**src/rtl/ehgu_fifo_ctrl_sc.sv**
```systemverilog
// Single-clock FIFO controller: pointers, occupancy, flags and push/pop handshake for an external SDP RAM.
// Optional sticky overflow/underflow error outputs are enabled by defining EHGU_FIFO_ERR_EN.
module ehgu_fifo_ctrl_sc #(
    parameter int AWIDTH    = 8,
    parameter int DEPTH     = 128,
    parameter int AF_THRESH = DEPTH - 2,
    parameter int AE_THRESH = 2,
    parameter int RD_LAT    = 1
) (
    input  logic              clk,
    input  logic              rstn,
    input  logic              en,
    input  logic              clr,
    input  logic              push_valid,
    output logic              push_ready,
    input  logic              pop_req,
    output logic              wenable,
    output logic [AWIDTH-1:0] waddr,
    output logic              renable,
    output logic [AWIDTH-1:0] raddr,
    output logic              dout_valid,
    output logic [AWIDTH:0]   count,
    output logic              full,
    output logic              empty,
    output logic              almost_full,
    output logic              almost_empty
`ifdef EHGU_FIFO_ERR_EN
    ,
    output logic              overflow_err,
    output logic              underflow_err
`endif
);

    localparam logic [AWIDTH-1:0] LAST_ADDR = AWIDTH'(DEPTH - 1);
    localparam logic [AWIDTH-1:0] ADDR_ONE  = AWIDTH'(1);
    localparam logic [AWIDTH:0]   DEPTH_C   = (AWIDTH + 1)'(DEPTH);
    localparam logic [AWIDTH:0]   AF_C      = (AWIDTH + 1)'(AF_THRESH);
    localparam logic [AWIDTH:0]   AE_C      = (AWIDTH + 1)'(AE_THRESH);
    localparam logic [AWIDTH:0]   CNT_ONE   = (AWIDTH + 1)'(1);

    logic [AWIDTH-1:0] waddr_q, waddr_d;
    logic [AWIDTH-1:0] raddr_q, raddr_d;
    logic [AWIDTH:0]   count_q, count_d;
    logic [RD_LAT-1:0] pipe_q,  pipe_d;

    // Flags come only from registered count so they never glitch on inputs.
    assign full         = (count_q == DEPTH_C);
    assign empty        = (count_q == '0);
    assign almost_full  = (count_q >= AF_C);
    assign almost_empty = (count_q <= AE_C);

    assign push_ready = en & ~full;
    assign wenable    = push_valid & push_ready & ~clr;
    assign renable    = pop_req & en & ~empty & ~clr;

    assign waddr      = waddr_q;
    assign raddr      = raddr_q;
    assign count      = count_q;
    assign dout_valid = pipe_q[RD_LAT-1];

    always_comb begin
        waddr_d = waddr_q;
        raddr_d = raddr_q;
        count_d = count_q;
        pipe_d  = pipe_q;
        if (clr) begin
            waddr_d = '0;
            raddr_d = '0;
            count_d = '0;
            pipe_d  = '0;
        end else begin
            // Wrap by compare so non-power-of-2 depths work.
            if (wenable) begin
                waddr_d = (waddr_q == LAST_ADDR) ? '0 : waddr_q + ADDR_ONE;
            end
            if (renable) begin
                raddr_d = (raddr_q == LAST_ADDR) ? '0 : raddr_q + ADDR_ONE;
            end
            case ({wenable, renable})
                2'b10:   count_d = count_q + CNT_ONE;
                2'b01:   count_d = count_q - CNT_ONE;
                default: count_d = count_q;
            endcase
            pipe_d[0] = renable;
            for (int i = 1; i < RD_LAT; i++) begin
                pipe_d[i] = pipe_q[i-1];
            end
        end
    end

    always_ff @(posedge clk or negedge rstn) begin
        if (!rstn) begin
            waddr_q <= '0;
            raddr_q <= '0;
            count_q <= '0;
            pipe_q  <= '0;
        end else begin
            waddr_q <= waddr_d;
            raddr_q <= raddr_d;
            count_q <= count_d;
            pipe_q  <= pipe_d;
        end
    end

`ifdef EHGU_FIFO_ERR_EN
    logic overflow_q, overflow_d;
    logic underflow_q, underflow_d;

    // Sticky until clr; the offending request itself is still dropped.
    always_comb begin
        overflow_d  = overflow_q;
        underflow_d = underflow_q;
        if (clr) begin
            overflow_d  = 1'b0;
            underflow_d = 1'b0;
        end else begin
            if (push_valid & en & full) begin
                overflow_d = 1'b1;
            end
            if (pop_req & en & empty) begin
                underflow_d = 1'b1;
            end
        end
    end

    always_ff @(posedge clk or negedge rstn) begin
        if (!rstn) begin
            overflow_q  <= 1'b0;
            underflow_q <= 1'b0;
        end else begin
            overflow_q  <= overflow_d;
            underflow_q <= underflow_d;
        end
    end

    assign overflow_err  = overflow_q;
    assign underflow_err = underflow_q;
`endif

endmodule

```
**config.mk**
```make
export PLATFORM = sky130hd
export DESIGN_NAME = ehgu_fifo_ctrl_sc
export DESIGN_NICKNAME = d
export VERILOG_FILES = /design/src/rtl/ehgu_fifo_ctrl_sc.sv
export SDC_FILE = /design/constraint.sdc
export NUM_CORES = 1
export LEC_CHECK = 0
export ABC_AREA = 1
export CAP_MARGIN = 40
export CORE_UTILIZATION = 50
export DETAILED_ROUTE_END_ITERATION = 10
export GPL_TIMING_DRIVEN = 0
export PLACE_DENSITY = 0.8
export SYNTH_ARGS = -nofsm -noshare
export SYNTH_HDL_FRONTEND = slang
export SYNTH_SLANG_ARGS = --single-unit
```
**constraint.sdc**
```tcl
create_clock -name clk -period 5.5 [get_ports clk]
set_input_delay 1.1 -clock clk [delete_from_list [all_inputs] [get_ports clk]]
set_output_delay 1.1 -clock clk [all_outputs]
set_load 0.02 [all_outputs]
```
==> flow_metrics.py <==
metrics = {
    "status": {
        "status": "completed",
    },
    "sta": {
        "period_needed_ps": 3750,
        "finalClockSkew_ps": 8.59,
        "tightest_slew_ps": 623,
        "fmax_mhz": 266,
        "post-route-period-util_pct": 68.2,
        "rsz0062_at_grt": "false",
        "relSlewSlack_pct": 58.3,
        "whs_ps": 498,
        "setup_viol": 0,
        "hold_viol": 0,
        "tns_ps": 0,
        "layout_setup_ws_ps": 1750,
        "report.final.slew_viol_count": 0,
    },
    "clock_tree": {
        "clk_pin_slew_worst_paths_ps": 120,
        "htreeDepth": 1,
        "clock_sinks": 26,
        "clock_latency_ps": 310,
        "cts_root_buf": "clkbuf_4",
        "cts_hold_buf": 0,
        "cts_resized": 0,
        "cts_buffer_depth": 2,
        "cts_made_buffers": 3,
        "post_cts_buffers": 0,
        "cts_tree": "yes",
    },
    "min_path": {
        "hold_start": "raddr[6]",
        "hp-class": "flop to flop",
    },
    "floorplanning": {
        "placeableCoreArea_mm2": 0.00310,
        "fp.dieW_um": 59.8,
        "rows": 20,
        "die_area_mm2": 0.00358,
        "initial_utilization_pct": 53.9,
        "die_h_um": 59.8,
        "ioPinCount": 39,
    },
    "yosys": {
        "synth_edf_count": 0,
        "seq_area_frac_synth_pct": 38.9,
        "synth_nets": 221,
        "synthCells": 205,
        "yosys_warnings": 0,
        "synth.avg_cell_area_um2": 8.15,
        "async_flop_share_pct": 100,
        "syn_area_mm2": 0.00167,
        "synth.distinct_cells": 28,
        "ys_ff_latch": 26,
        "synth_flop_cell": "dfrtp_1",
    },
    "detailed_routing": {
        "detail_route.iter0.violations": 49,
        "drt-vias-per-instance": 5.03,
        "drc": 0,
        "wl_um": 3370,
        "drt-pass1-iter-count": 4,
        "drt-wirelength-per-cell_um": 11.6,
        "detail-route-antenna-nets": 0,
        "vias": 1464,
    },
    "layout": {
        "area.sequential_um2": 651,
        "drive_gt1_share_pct": 11.7,
        "final_util_pct": 69.1,
        "multi_input_area_um2": 871,
        "layout_commonest_cell": "clkdlybuf4s50_1",
        "antenna_cells": 0,
        "synthToLayoutAreaGrowth_pct": 28.3,
        "fill_cells": 279,
        "num-nets-final": 265,
        "final_cell_mix": "clkdlybuf4s50_1, nand2_1, inv_1, dfrtp_1, o22ai_1",
    },
    "place": {
        "io_buffers": 38,
        "hpwl_um": 2750,
        "place_ws_ps": 1740,
        "gp_congestion": 0.791,
    },
    "critical_path": {
        "cp_data_required_time_ps": 4400,
        "path_max_fanout": 5,
        "worstSetupStartpointType": "input pin",
        "endpoint_kind": "primary output",
        "crit_start": "en",
        "criticalPathCategory": "input pin to primary output",
        "r2r-start": "count[1]",
        "worstPathArrival_ps": 2650,
    },
    "pwr": {
        "power_per_cell_area_mw_per_mm2": 325,
        "power_leakage_uw": 0.000981,
        "power.total_uw": 698,
        "ir_drop_mv": 0.240,
    },
    "job": {
        "maxCapViolations": 0,
    },
    "global_route": {
        "grt_pass1_vias": 1336,
        "grt_use_met1_pct": 26.0,
        "antenna_found_initial": 0,
        "grt_start_max_net_pins": 15,
        "grtUsageTotal_pct": 20.4,
        "gr-usage-met3_pct": 2.16,
        "grt_pass1_wl_um": 5540,
        "top_usage_layer": "met2",
        "gr-usage-met2_pct": 36.0,
        "grt-ovfl-total": 0,
    },
}
flip-flops by register name, indices dropped and copies added, names as in the netlist:
register and flops:
raddr 8, dout_valid 1, count 9, waddr 8
path summary, 6_finish.rpt:
check | cells after the start | end | slack, ps
min reg2reg | 1 | raddr[6] | 500
max in group asynchronous | 2 | raddr[5] | 3830
min | 1 | raddr[6] | 500
max reg2reg | 15 | count[8] | 2930
min in group asynchronous | 1 | waddr[0] | 1160
max | 4 | wenable | 1750
worst max-delay path: stages:
cell	delay [ps]
clkdlybuf4s50_1	510
nand3_2	170
nor2_2	220
clkdlybuf4s50_1	650
cell usage after synthesis, types with 2 or more instances:
cell type,instances,area (um^2)
nand2_1,35,131
inv_1,32,120
dfrtp_1,26,651
o22ai_1,12,75.1
nand3_1,11,55.1
o21ai_0,11,55.1
ha_1,9,113
xor2_1,9,78.8
nor2_1,8,30.0
inv_2,7,26.3
a21oi_1,5,25.0
nand2_2,5,31.3
nor2_2,5,31.3
xnor2_1,5,43.8
nor3_1,4,20.0
nand2_4,3,33.8
nand4_1,3,18.8
o21ai_1,3,15.0
a31oi_1,2,12.5
nand3_2,2,20.0
through the flow:
stage | instances | instance area [um^2]
floorplan | 205 | 1670
global placement | 287 | 2110
detailed placement | 288 | 2120
CTS | 291 | 2140
global route | 291 | 2140
finish | 291 | 2140
area by class of cell:
cell class	instances	share of cell area (%)
flip-flops and latches	26	30.3
multi-input cells	139	40.6
clock buffers	3	1.05
repair buffers	39	18.4
inverters	40	7.00
well taps	44	2.57
report_power, final:
| group | leakage, uW | internal [uW] | switching, uW |
|---|---|---|---|
| Sequential | 0.000358 | 215 | 35.5 |
| Combinational | 0.000610 | 159 | 212 |
| Clock | 0.0000138 | 25.5 | 50.7 |
layer usage:
| layer | part of all wire (%) | up-vias |
|---|---|---|
| li1 | - | 760 |
| met1 | 47 | 674 |
| met2 | 49 | 28 |
| met4 | 0.74 | 0 |
| met5 | 0 | - |
| met3 | 3.2 | 2 |
logic make-up (layout without fill, tap and decap cells):
group                      after synthesis  in the layout  share of synthesized area (%)
and+or+nand+nor                         78             78                           23.3
buffers and inverters                   40             82                           8.98
AOI/OAI and AO/OA                       37             37                           13.5
DFF                                     26             26                           38.9
xor gates and xnor gates                14             14                           7.34
adders and majority gates               10             10                           7.93
(Power assumes the default switching activity.)
